**src/rtl/osfm_dot_accumulator.sv**
```systemverilog
// ---------------------------------------------------------------------------
// osfm_dot_accumulator
//
// Streaming dot-product stage built around the OSFM approximate multiplier.
// It accepts one unsigned (a,b) operand pair per cycle, multiplies each pair
// through an OSFM instance, sums VEC_LEN consecutive products and presents
// one result per vector on a valid/ready output. It sits between the
// weight/activation operand feed and the activation/requantise stage.
//
// OSFM multiplier (osfm_mult below)
//   Each operand is reduced to one of two static fragments of width W/2:
//   - if its upper half is non-zero, the upper half is kept and the lower
//     half is discarded (the operand is truncated to a multiple of 2^(W/2));
//   - otherwise the lower half is kept exactly.
//   The two fragments are multiplied exactly, re-aligned, and the upper W
//   bits of the 2W-bit product are returned (a W-bit fixed-point product).
//   W must be even.
//
// Parameters
//   VEC_LEN  products per vector (>= 2)
//   ACC_W    accumulator / result width (>= `BITWIDTH); wrap-free when
//            ACC_W >= `BITWIDTH + $clog2(VEC_LEN)
//
// Ports
//   clk        in   clock, rising edge
//   rst        in   asynchronous reset, active-high
//   acc_clr    in   synchronous abort of the partial vector
//   in_valid   in   operand pair valid
//   in_ready   out  operand pair accepted when in_valid && in_ready
//   in_a       in   operand a, unsigned, `BITWIDTH bits
//   in_b       in   operand b, unsigned, `BITWIDTH bits
//   out_valid  out  result valid
//   out_ready  in   result consumed when out_valid && out_ready
//   out_sum    out  dot-product result, unsigned, ACC_W bits
//   out_sat    out  result was clamped (only with OSFM_DOT_SAT_EN)
//
// Configuration macro: OSFM_DOT_SAT_EN
//   undefined : accumulator and out_sum wrap modulo 2^ACC_W, no out_sat port.
//   defined   : an add that carries out of ACC_W clamps the accumulator to
//               all-ones for the rest of the vector and sets a sticky flag
//               that is reported on out_sat with the result.
//
// Handshake semantics (both sides):
//   A transfer happens on a rising edge where valid && ready are both high.
//   out_valid, once raised, stays high with out_sum stable until consumed.
//   in_ready depends only on the output side: in_ready = !(out_valid &&
//   !out_ready). in_valid is never required to wait for in_ready.
// ---------------------------------------------------------------------------

`ifndef BITWIDTH
`define BITWIDTH 8
`endif

module osfm_mult #(
  parameter int W = 8
) (
  input  logic [W-1:0] a,
  input  logic [W-1:0] b,
  output logic [W-1:0] p
);

  localparam int M = W / 2;

  logic           hi_a;
  logic           hi_b;
  logic [M-1:0]   seg_a;
  logic [M-1:0]   seg_b;
  logic [W-1:0]   seg_p;
  logic [2*W-1:0] full_p;

  assign hi_a  = |a[W-1:M];
  assign hi_b  = |b[W-1:M];
  assign seg_a = hi_a ? a[W-1:M] : a[M-1:0];
  assign seg_b = hi_b ? b[W-1:M] : b[M-1:0];
  assign seg_p = {{M{1'b0}}, seg_a} * {{M{1'b0}}, seg_b};

  // Re-align the fragment product by the total weight of the kept fragments.
  always_comb begin
    full_p = '0;
    unique case ({hi_a, hi_b})
      2'b00:   full_p = {{W{1'b0}}, seg_p};
      2'b01,
      2'b10:   full_p = {{W{1'b0}}, seg_p} << M;
      2'b11:   full_p = {{W{1'b0}}, seg_p} << (2 * M);
      default: full_p = '0;
    endcase
  end

  assign p = full_p[2*W-1:W];

endmodule

module osfm_dot_accumulator #(
  parameter int VEC_LEN = 16,
  parameter int ACC_W   = `BITWIDTH + 8
) (
  input  logic                 clk,
  input  logic                 rst,
  input  logic                 acc_clr,
  input  logic                 in_valid,
  output logic                 in_ready,
  input  logic [`BITWIDTH-1:0] in_a,
  input  logic [`BITWIDTH-1:0] in_b,
  output logic                 out_valid,
  input  logic                 out_ready,
  output logic [ACC_W-1:0]     out_sum
`ifdef OSFM_DOT_SAT_EN
  ,
  output logic                 out_sat
`endif
);

  localparam int W     = `BITWIDTH;
  localparam int CNT_W = $clog2(VEC_LEN);
  localparam logic [CNT_W-1:0] LAST = CNT_W'(VEC_LEN - 1);

  // Handshake / control
  logic stall;
  logic accept;
  logic acc_step;
  logic complete;

  // E0 operand stage
  logic         v0;
  logic [W-1:0] a_q;
  logic [W-1:0] b_q;

  // E1 product stage
  logic         v1;
  logic [W-1:0] osfm_p;
  logic [W-1:0] prod_q;

  // E2 accumulator
  logic [ACC_W-1:0] acc;
  logic [CNT_W-1:0] cnt;
  logic [ACC_W-1:0] acc_next;

  // A pending unconsumed result freezes the whole pipeline.
  assign stall    = out_valid && !out_ready;
  assign in_ready = !stall;
  assign accept   = in_valid && in_ready;

  // acc_clr takes priority over any accumulation in the same cycle.
  assign acc_step = v1 && !stall && !acc_clr;
  assign complete = acc_step && (cnt == LAST);

  // ---------------------------------------------------------------------
  // E0: capture accepted operands
  // ---------------------------------------------------------------------
  always_ff @(posedge clk or posedge rst) begin
    if (rst) begin
      v0  <= 1'b0;
      a_q <= '0;
      b_q <= '0;
    end else if (acc_clr) begin
      // A pair handshaked in the same cycle as acc_clr is dropped.
      v0 <= 1'b0;
    end else if (!stall) begin
      v0 <= accept;
      if (accept) begin
        a_q <= in_a;
        b_q <= in_b;
      end
    end
  end

  // ---------------------------------------------------------------------
  // E1: approximate multiply (combinational) and register the product
  // ---------------------------------------------------------------------
  osfm_mult #(
    .W (W)
  ) u_osfm (
    .a (a_q),
    .b (b_q),
    .p (osfm_p)
  );

  always_ff @(posedge clk or posedge rst) begin
    if (rst) begin
      v1     <= 1'b0;
      prod_q <= '0;
    end else if (acc_clr) begin
      v1 <= 1'b0;
    end else if (!stall) begin
      v1     <= v0;
      prod_q <= osfm_p;
    end
  end

  // ---------------------------------------------------------------------
  // E2: accumulate; the product is zero-extended to ACC_W before the add
  // ---------------------------------------------------------------------
`ifdef OSFM_DOT_SAT_EN
  logic [ACC_W:0] sum_full;
  logic           sat_q;
  logic           sat_next;

  assign sum_full = {1'b0, acc} + (ACC_W + 1)'(prod_q);

  // Once a vector overflows it stays clamped until the flag clears.
  always_comb begin
    sat_next = sat_q | sum_full[ACC_W];
    acc_next = sat_next ? {ACC_W{1'b1}} : sum_full[ACC_W-1:0];
  end
`else
  assign acc_next = acc + ACC_W'(prod_q);
`endif

  always_ff @(posedge clk or posedge rst) begin
    if (rst) begin
      acc   <= '0;
      cnt   <= '0;
`ifdef OSFM_DOT_SAT_EN
      sat_q <= 1'b0;
`endif
    end else if (acc_clr) begin
      acc   <= '0;
      cnt   <= '0;
`ifdef OSFM_DOT_SAT_EN
      sat_q <= 1'b0;
`endif
    end else if (acc_step) begin
      if (cnt == LAST) begin
        acc   <= '0;
        cnt   <= '0;
`ifdef OSFM_DOT_SAT_EN
        sat_q <= 1'b0;
`endif
      end else begin
        acc   <= acc_next;
        cnt   <= cnt + CNT_W'(1);
`ifdef OSFM_DOT_SAT_EN
        sat_q <= sat_next;
`endif
      end
    end
  end

  // ---------------------------------------------------------------------
  // Result register. Completion wins over consumption: a result finishing
  // in the cycle the previous one is taken simply replaces it.
  // acc_clr does not touch a pending result.
  // ---------------------------------------------------------------------
  always_ff @(posedge clk or posedge rst) begin
    if (rst) begin
      out_valid <= 1'b0;
      out_sum   <= '0;
`ifdef OSFM_DOT_SAT_EN
      out_sat   <= 1'b0;
`endif
    end else if (complete) begin
      out_valid <= 1'b1;
      out_sum   <= acc_next;
`ifdef OSFM_DOT_SAT_EN
      out_sat   <= sat_next;
`endif
    end else if (out_valid && out_ready) begin
      out_valid <= 1'b0;
    end
  end

endmodule

```
**config.mk**
```make
export PLATFORM = sky130hd
export DESIGN_NAME = osfm_dot_accumulator
export DESIGN_NICKNAME = d
export VERILOG_FILES = /design/src/rtl/osfm_dot_accumulator.sv
export SDC_FILE = /design/constraint.sdc
export NUM_CORES = 1
export LEC_CHECK = 0
export ABC_AREA = 1
export CORE_MARGIN = 2
export CORE_UTILIZATION = 30
export CTS_CLUSTER_SIZE = 25
export DETAILED_ROUTE_END_ITERATION = 8
export PLACE_DENSITY = 0.51
export SLEW_MARGIN = 10
export SYNTH_ARGS = -nofsm -noshare
export SYNTH_HDL_FRONTEND = slang
export SYNTH_HIERARCHICAL = 1
export SYNTH_SLANG_ARGS = --single-unit
```
**constraint.sdc**
```tcl
create_clock -name clk -period 8.4 [get_ports clk]
set_input_delay 1.26 -clock clk [delete_from_list [all_inputs] [get_ports clk]]
set_output_delay 1.26 -clock clk [all_outputs]
set_load 0.02 [all_outputs]
```
==> out/metrics.csv, run 1 <==
stage,metric,value,unit
status,status,"finished, final reports clean",
clock_network,Clock Pin Slew Worst Setup and Hold Paths,0.05,ns
clock_network,CTS root buf,clkbuf_16,
placement,Final GP Congestion,0.849,
critical_path,Reg2Reg Setup Slack,5.18,ns
floorplanning,area of the core,12600,um2
logic_synthesis,register area share after synthesis,41.1,%
logic_synthesis,Post-Synthesis Cells,471,
pwr,switching share of total power,30.2,%
logic_synthesis,post-synthesis instance area,3840,um2
sta,RSZ-0062 raised after global routing,false,
global_route,global-route wire length before repair,14.4,mm
placement,DP Wirelength,6.14,mm
logic_synthesis,"EDFF count, synth",0,
global_route,number of global-route vias before repair,3124,
sta,Setup TNS,0,ns
cells_and_area,"Core Util, Final",37.6,%
routing,drt initial violations,193,
clock_network,TritonCTS clock tree,yes,
critical_path,CP Capture Type,output port,
clock_network,clk buf depth,2,
sta,final hold violations,0,
routing,number of nets with antenna violations after routing,0,
clock_network,total CTS buffers,9,
critical_path,launching point of the worst reg2reg path,b_q[6]$_DFFE_PP0P_,
critical_path,Worst setup SP type,primary input,
floorplanning,FP Rows,41,
critical_path,Worst Path Max Fanout,4,
critical_path,FF-to-FF End,prod_q[2]$_DFFE_PP0P_,
flow_run,MaxCap Viol Count,0,
critical_path,Crit Path Category,in -> out,
pwr,P_sw,320,uW
sta,Layout Skew,0.00487,ns
pwr,Leak,0.00248,uW
critical_path,Worst R2R Path Depth,15,
sta,Slew Limit Fails,0,
placement,Port-buffer cells,38,
critical_path,worst path arrival time,2.54,ns
cells_and_area,nets,560,
placement,DP Area,4390,um2
global_route,All-Layer GR Usage,13.6,%
pwr,VDD IR-drop max,0.000150,V
cells_and_area,multi-input logic area,2000,um2
cells_and_area,flip-flop and latch area,1580,um2
hold_path,type of the tightest min-delay check,reg -> reg,
cells_and_area,most frequent cells in the layout,"nand2_1 (175), dfrtp_1 (63), inv_1 (49), nand3_1 (44), clkdlybuf4s50_1 (38)",
routing,Pre-antenna DRT Iters,4,
cells_and_area,Filler cells,1290,
pwr,combinational cell fraction of total power,27.5,%
sta,Tcrit/Tclk final,45.2,%
pwr,Pwr Total,1060,uW
cells_and_area,share of cells above drive strength 1,13.0,%
logic_synthesis,most common flop cell mapped by yosys,dfrtp_1,
logic_synthesis,Seq cells post-synth,63,
floorplanning,DIE AREA,13700,um2
logic_synthesis,ys async rst share,100,%
global_route,GR Overflow Total,0,
sta,Max-slew headroom,39.1,%
pwr,internal power,739,uW
sta,endpoints failing setup,0,
logic_synthesis,synthesized area per cell,8.15,um2
routing,routed vias,3071,
pwr,clock group share of total power,38.7,%
critical_path,Crit. Startpoint,out_ready,
logic_synthesis,Unique masters post-synth,37,
clock_network,Clock Latency Late Sink,0.33,ns
floorplanning,number of I/O pins,39,
clock_network,CTS Sinks,63,
routing,wire per inst,11.7,um
cells_and_area,"commonest non-fill, non-tap cell in the layout",nand2_1,
clock_network,Hold Buf Count CTS,0,
sta,f_max,0.263,GHz
sta,Worst-Margin Slew,0.913,ns
cells_and_area,cell area after layout,4720,um2
routing,drt drc,0,
hold_path,Hold Path Depth,2,
floorplanning,chip width,117,um
cells_and_area,"Area growth, synth to finish",22.9,%
floorplanning,Die H,117,um
global_route,initial antenna violation count,0,
clock_network,H-tree Lvls,3,
global_route,largest net degree at the start of global routing,64,
clock_network,post_cts resized,0,
clock_network,post-CTS setup buffer count,0,
routing,final WL,8.06,mm
sta,Hold WS,0.476,ns
critical_path,"Req. time, crit path",7.14,ns
pwr,sequential share of power,33.9,%
pwr,Cell Pwr Density,224,nW/um2
routing,Via density,4.46,
cells_and_area,number of antenna diodes,0,
hold_path,hold_sp,out_sum[11]$_DFFE_PP0P_,
logic_synthesis,YS warnings,6,
hold_path,hold path endpoint,out_sum[11]$_DFFE_PP0P_,
floorplanning,Initial Util,30.6,%
sta,min Tclk post-route,3.80,ns
logic_synthesis,"Net Count, Synth",518,
cell type report:
type,instances,area share (%)
inverters,56,4.51
repair buffers,39,8.22
well taps,172,4.56
clock inverters,3,1.38
clock buffers,12,5.65
flip-flops and latches,63,33.4
multi-input cells,344,42.3
power groups by stage:
stage	Clock (uW)	Sequential (uW)	Combinational, uW
finish	409	359	291
global route	436	365	342
CTS	422	360	296
detailed placement	0	364	294
global placement	0	364	288
floorplan	0	357	232
cells in the mapped netlist, types with 2 or more instances:
cell type	count	area, um2
and2_1	2	12.5
nor2_2	7	43.8
nor2_4	2	22.5
xnor2_1	3	26.3
o21ai_1	6	30.0
inv_2	5	18.8
ha_1	21	263
buf_2	4	20.0
o21ai_0	10	50.1
dfrtp_1	63	1580
nand3b_1	5	37.5
nand2_2	6	37.5
nand2_1	175	657
nand3_1	44	220
inv_1	50	188
fa_1	5	100
nand4_1	2	12.5
a21oi_1	4	20.0
nand2_4	3	33.8
o21ai_2	2	17.5
mux2_4	9	135
nor2_1	16	60.1
buf_4	2	15.0
xor2_1	4	35.0
buf_6	2	22.5
mux2_2	7	78.8
or2_1	2	12.5
kinds of logic (layout without fill, tap and decap cells):
group | count (synthesis) | count (layout) | synth area share [%]
and+or+nand+nor | 270 | 270 | 31.5
buffers and inverters | 64 | 110 | 7.04
xor gates and xnor gates | 7 | 7 | 1.60
adders and majority gates | 26 | 26 | 9.45
DFF | 63 | 63 | 41.1
AOI/OAI and AO/OA | 25 | 25 | 3.78
muxes | 16 | 16 | 5.57
metal layers:
metal / up-vias / global-route usage, % / routed length, um
met5: - / 0 / 0
li1: 1577 / - / -
met2: 59 / 23.3 / 3840
met3: 6 / 4.94 / 409
met4: 0 / 3.29 / 77
met1: 1429 / 16.3 / 3730
registers in the layout, indices dropped and copies added, names as in the netlist:
register and flops:
prod_q 8, cnt 4, v1 1, v0 1
out_sum 16, b_q 8, acc 16, a_q 8
out_valid 1
worst max-delay path, stage by stage:
cell and delay, ns:
clkdlybuf4s50_1 0.45, nor2_4 0.21, inv_1 0.08, clkdlybuf4s50_1 0.54
through the flow:
stage | worst slack (ns) | instances
2_1_floorplan | 5.44 | 471
3_5_place_dp | 4.59 | 674
6_report | 4.60 | 689
4_1_cts | 4.59 | 689
5_1_grt | 4.55 | 689
3_3_place_gp | 4.61 | 674
how the worst max path moves through the flow:
| stage | depth (start not counted) | to |
|---|---|---|
| floorplan | 15 | prod_q[2]$_DFFE_PP0P_ |
| global placement | 4 | in_ready |
| detailed placement | 4 | in_ready |
| CTS | 4 | in_ready |
| global route | 4 | in_ready |
| finish | 4 | in_ready |
No activity file was read; power rests on OpenSTA's default activity.
==> inputs of run 2 (changes only) <==
==> constraint.sdc (replaced) <==
create_clock -name clk -period 3.7 [get_ports clk]
set_input_delay 0.555 -clock clk [delete_from_list [all_inputs] [get_ports clk]]
set_output_delay 0.555 -clock clk [all_outputs]
set_load 0.02 [all_outputs]
==> out/metrics.csv, run 2 (same netlist as run 1, synthesis figures left out) <==
stage,metric,value,unit
global_route,number of global-route vias before repair,3028,
floorplanning,number of I/O pins,39,
cells_and_area,most frequent cells in the layout,"nand2_1 (175), dfrtp_1 (63), inv_1 (49), nand3_1 (44), clkdlybuf4s50_1 (38)",
clock_network,post_cts resized,0,
clock_network,post-CTS setup buffer count,0,
critical_path,CP Capture Type,flop,
status,status,"finished, final reports clean",
cells_and_area,number of antenna diodes,0,
floorplanning,Initial Util,30.6,%
sta,f_max,0.321,GHz
cells_and_area,top flop regs,"acc: 16 flops, out_sum: 16 flops",
sta,Max-slew headroom,61.3,%
cells_and_area,"commonest non-fill, non-tap cell in the layout",nand2_1,
placement,DP Wirelength,6.22,mm
placement,post-place setup slack,0.566,ns
cells_and_area,Filler cells,1320,
sta,Layout Skew,0.00690,ns
floorplanning,Die H,117,um
floorplanning,area of the core,12600,um2
sta,RSZ-0062 raised after global routing,false,
clock_network,TritonCTS clock tree,yes,
sta,final hold violations,0,
critical_path,"Req. time, crit path",3.97,ns
clock_network,Clock Pin Slew Worst Setup and Hold Paths,0.05,ns
routing,routed vias,3016,
clock_network,H-tree Lvls,3,
floorplanning,chip width,117,um
routing,final WL,7.85,mm
pwr,Cell Pwr Density,476,nW/um2
cells_and_area,share of cells above drive strength 1,12.7,%
clock_network,CTS root buf,clkbuf_16,
floorplanning,DIE AREA,13700,um2
sta,setup slack after layout,0.585,ns
hold_path,type of the tightest min-delay check,reg -> reg,
sta,Slew Limit Fails,0,
placement,Port-buffer cells,38,
routing,Via density,4.36,
routing,Pre-antenna DRT Iters,4,
critical_path,Worst Path Max Fanout,4,
sta,endpoints failing setup,0,
clock_network,Hold Buf Count CTS,0,
routing,drt initial violations,160,
global_route,largest net degree at the start of global routing,24,
clock_network,Clock Latency Late Sink,0.33,ns
pwr,Leak,0.00245,uW
sta,min Tclk post-route,3.12,ns
floorplanning,FP Rows,41,
clock_network,total CTS buffers,9,
routing,drt drc,0,
critical_path,Crit Path Category,reg -> reg,
routing,wire per inst,11.3,um
global_route,global-route wire length before repair,13.8,mm
critical_path,Worst setup SP type,flop,
global_route,All-Layer GR Usage,12.9,%
cells_and_area,"Area growth, synth to finish",21.3,%
clock_network,CTS Sinks,63,
pwr,VDD IR-drop max,0.000384,V
flow_run,MaxCap Viol Count,0,
pwr,Pwr Total,2220,uW
placement,Final GP Congestion,0.817,
sta,Setup TNS,0,ns
cells_and_area,nets,562,
routing,number of nets with antenna violations after routing,0,
critical_path,worst path arrival time,3.38,ns
global_route,GR Overflow Total,0,
sta,Worst-Margin Slew,0.581,ns
sta,Tcrit/Tclk final,84.2,%
clock_network,clk buf depth,2,
global_route,initial antenna violation count,0,
[run 2: changes by cell type in the layout (fill, tap and decap cells not counted), sizes merged]
cell	delta
buf	+2
bufinv	-2
clkinv	+2
clkinvlp	+1
[run 2: cell type report]
cell class              instances  area [um2]  share of cell area [%]
repair buffers                 41         403                    8.65
well taps                     172         215                    4.62
multi-input cells             344        1990                    42.8
clock inverters                 4        22.5                   0.483
inverters                      56         213                    4.56
flip-flops and latches         63        1580                    33.8
clock buffers                  12         236                    5.08
[run 2: path summary, 6_finish.rpt]
| kind | cells after the start | start | slack, ns | to |
|---|---|---|---|---|
| worst max-delay path | 15 | b_q[6]$_DFFE_PP0P_ | 0.58 | prod_q[2]$_DFFE_PP0P_ |
| worst min-delay path | 2 | out_sum[14]$_DFFE_PP0P_ | 0.48 | out_sum[14]$_DFFE_PP0P_ |
| worst max register to register | 15 | b_q[6]$_DFFE_PP0P_ | 0.58 | prod_q[2]$_DFFE_PP0P_ |
| worst min register to register | 2 | out_sum[14]$_DFFE_PP0P_ | 0.48 | out_sum[14]$_DFFE_PP0P_ |
| max in group asynchronous | 3 | rst | 2.48 | acc[2]$_DFFE_PP0P_ |
| min in group asynchronous | 2 | rst | 0.55 | acc[8]$_DFFE_PP0P_ |
[run 2: critical path, cell delays in order (launching register included)]
cell and delay [ns]:
dfrtp_1 0.40, nor2_2 0.21, nand3_1 0.09, nand2_1 0.13, nand2_1 0.09, fa_1 0.53, inv_1 0.05, fa_1 0.52
fa_1 0.47, nand3_1 0.12, nand2_1 0.06, nand2_1 0.06, nand2_1 0.08, o21ai_2 0.13, nand2_1 0.06, nand2_1 0.07
[run 2: power by group]
| part | leakage [uW] | internal, uW | switching [uW] |
|---|---|---|---|
| logic | 0.00149 | 279 | 380 |
| clock network | 0.000126 | 449 | 292 |
| registers | 0.000832 | 762 | 54.6 |
| total | 0.00245 | 1490 | 726 |
[run 2: stage by stage]
stage / std cells / cell area [um2] / util, % / hold slack (ns)
2_1_floorplan: 471 / 3840 / - / 0.448
3_3_place_gp: 676 / 4400 / 35.0 / 0.462
3_5_place_dp: 676 / 4400 / 35.0 / 0.468
4_1_cts: 692 / 4660 / 37.1 / 0.483
5_1_grt: 692 / 4660 / 37.1 / 0.498
6_report: 692 / 4660 / 37.1 / 0.476
[run 2: layer usage]
metal  GRT usage [%]  share of wire (%)  up-vias
met2            20.0                 44       40
met4            4.08                1.4        0
met5               0                  0        -
met3            3.55                3.7       11
met1            17.5                 51     1385
li1                -                  -     1580
==> inputs of run 3 (changes only) <==
--- a/config.mk
+++ b/config.mk
@@ -10,7 +10,7 @@
 export CORE_UTILIZATION = 30
 export CTS_CLUSTER_SIZE = 25
 export DETAILED_ROUTE_END_ITERATION = 8
-export PLACE_DENSITY = 0.51
+export PLACE_DENSITY = 0.52
 export SLEW_MARGIN = 10
 export SYNTH_ARGS = -nofsm -noshare
 export SYNTH_HDL_FRONTEND = slang
==> constraint.sdc (replaced) <==
create_clock -name clk -period 2.8 [get_ports clk]
set_input_delay 0.42 -clock clk [delete_from_list [all_inputs] [get_ports clk]]
set_output_delay 0.42 -clock clk [all_outputs]
set_load 0.02 [all_outputs]
==> out/metrics.csv, run 3 (same netlist as run 1, synthesis figures left out) <==
stage,metric,value,unit
floorplanning,number of I/O pins,39,
critical_path,"Req. time, crit path",3.03,ns
flow_run,MaxCap Viol Count,0,
global_route,global-route wire length before repair,14.4,mm
routing,Via density,4.35,
status,violated checks,setup timing,
sta,Layout Skew,0.00898,ns
routing,routed vias,3130,
floorplanning,DIE AREA,13700,um2
clock_network,total CTS buffers,9,
critical_path,CP Capture Type,flop,
cells_and_area,"commonest non-fill, non-tap cell in the layout",nand2_1,
clock_network,CTS Sinks,63,
pwr,Leak,0.00261,uW
placement,Cells after DPL,699,
sta,Slew Limit Fails,0,
routing,drt drc,0,
hold_path,type of the tightest min-delay check,in -> async,
cells_and_area,share of cells above drive strength 1,20.7,%
routing,Pre-antenna DRT Iters,4,
global_route,GR Overflow Total,0,
status,status,"finished, violations left",
global_route,All-Layer GR Usage,13.5,%
routing,final WL,8.28,mm
clock_network,CTS root buf,clkbuf_16,
floorplanning,area of the core,12600,um2
critical_path,worst path arrival time,3.03,ns
sta,Tcrit/Tclk final,100,%
critical_path,Worst Path Max Fanout,3,
sta,setup slack after layout,-0.00328,ns
floorplanning,Initial Util,30.6,%
critical_path,Worst setup SP type,flop,
clock_network,Clock Pin Slew Worst Setup and Hold Paths,0.06,ns
placement,DP Wirelength,6.29,mm
sta,final hold violations,0,
placement,Final GP Congestion,0.846,
pwr,Cell Pwr Density,668,nW/um2
floorplanning,FP Rows,41,
routing,number of nets with antenna violations after routing,0,
cells_and_area,number of antenna diodes,0,
clock_network,H-tree Lvls,3,
global_route,initial antenna violation count,0,
floorplanning,chip width,117,um
critical_path,Crit Path Category,reg -> reg,
placement,Port-buffer cells,38,
sta,f_max,0.357,GHz
sta,min Tclk post-route,2.80,ns
placement,DP Area,4600,um2
routing,wire per inst,11.5,um
cells_and_area,most frequent cells in the layout,"nand2_1 (167), dfrtp_1 (63), inv_1 (49), nand3_1 (41), clkdlybuf4s50_1 (38)",
cells_and_area,Filler cells,1296,
sta,endpoints failing setup,1,
sta,Max-slew headroom,59.3,%
cells_and_area,"Area growth, synth to finish",31.3,%
cells_and_area,Layout Cells excl Fill,719,
routing,drt initial violations,86,
pwr,VDD IR-drop max,0.000376,V
cells_and_area,top flop regs,"acc: 16 flops, out_sum: 16 flops",
sta,Worst-Margin Slew,0.609,ns
global_route,largest net degree at the start of global routing,37,
floorplanning,Die H,117,um
sta,RSZ-0062 raised after global routing,true,
cells_and_area,cell area after layout,5040,um2
clock_network,Clock Latency Late Sink,0.34,ns
global_route,number of global-route vias before repair,3154,
clock_network,clk buf depth,2,
cells_and_area,nets,589,
clock_network,TritonCTS clock tree,yes,
run 3: cell count changes in the layout (fill, tap and decap cells not counted), sizes merged:
cell	before	now
clkbuf	12	10
clkinvlp	1	2
buf	3	30
clkinv	3	2
bufinv	0	2
run 3: what timing repair did:
action | in CTS | in global routing
setup buffers | 3 | 1
pin swaps | 5 | 5
gates resized for setup | 9 | 9
cloned | 0 | 0
setup endpoints to repair | 8 | 8
hold buffers | 0 | 0
run 3: cell type report:
| cell class | count | area, um2 | area share, % |
|---|---|---|---|
| Tap cell | 172 | 215 | 4.27 |
| Multi-Input combinational cell | 344 | 2100 | 41.7 |
| Clock buffer | 10 | 229 | 4.54 |
| Sequential cell | 63 | 1580 | 31.3 |
| Timing Repair Buffer | 68 | 618 | 12.3 |
| Clock inverter | 6 | 85.1 | 1.69 |
| Inverter | 56 | 213 | 4.22 |
run 3: path summary, 6_finish.rpt:
kind / slack, ns / end / cells past startpoint / from
worst max-delay path: -0.003 / prod_q[3]$_DFFE_PP0P_ / 17 / a_q[6]$_DFFE_PP0P_
worst max register to register: -0.003 / prod_q[3]$_DFFE_PP0P_ / 17 / a_q[6]$_DFFE_PP0P_
worst min register to register: 0.48 / out_sum[13]$_DFFE_PP0P_ / 2 / out_sum[13]$_DFFE_PP0P_
worst min-delay path: 0.48 / out_sum[7]$_DFFE_PP0P_ / 2 / rst
max in group asynchronous: 1.72 / acc[2]$_DFFE_PP0P_ / 3 / rst
min in group clk: 0.48 / out_sum[13]$_DFFE_PP0P_ / 2 / out_sum[13]$_DFFE_PP0P_
run 3: per-stage QoR:
stage / setup TNS [ns] / hold WS (ns) / total power, uW / utilization, % / setup slack, ns
after floorplan: 0 / 0.448 / 1770 / - / 0.000490
after global placement: -0.262 / 0.462 / 2040 / 36.6 / -0.0556
after detailed placement: -0.516 / 0.466 / 2060 / 36.6 / -0.0997
after CTS: -0.0947 / 0.481 / 3320 / 39.6 / -0.0377
after global routing: -1.15 / 0.491 / 3610 / 40.1 / -0.193
final: -0.00328 / 0.475 / 3370 / 40.1 / -0.00328
run 3: per-layer routing:
metal | GRT usage, % | up-vias | wire, um
li1 | - | 1631 | -
met1 | 17.0 | 1449 | 4020
met2 | 22.3 | 40 | 3860
met3 | 3.35 | 10 | 254
met4 | 5.25 | 0 | 141
met5 | 0 | - | 0
run 3: critical path, stage by stage, from the launching register on:
cell and delay, ns:
dfrtp_1 0.40, nor2_2 0.15, nand3_1 0.10, nand2_2 0.08, nand2_2 0.06, fa_1 0.53, inv_1 0.05, fa_2 0.45
ha_4 0.30, nand2_2 0.05, nor2_1 0.10, nand2_1 0.07, nand3_1 0.07, nand2_1 0.07, nand3_1 0.07, nand2_1 0.05
nand2_1 0.06, nand2_1 0.04
run 3: power by group:
| part | switching [uW] | total [uW] | internal, uW | leakage, uW |
|---|---|---|---|---|
| Sequential | 73.7 | 1080 | 1010 | 0.000832 |
| Combinational | 573 | 1100 | 529 | 0.00163 |
| Clock | 412 | 1190 | 775 | 0.000148 |
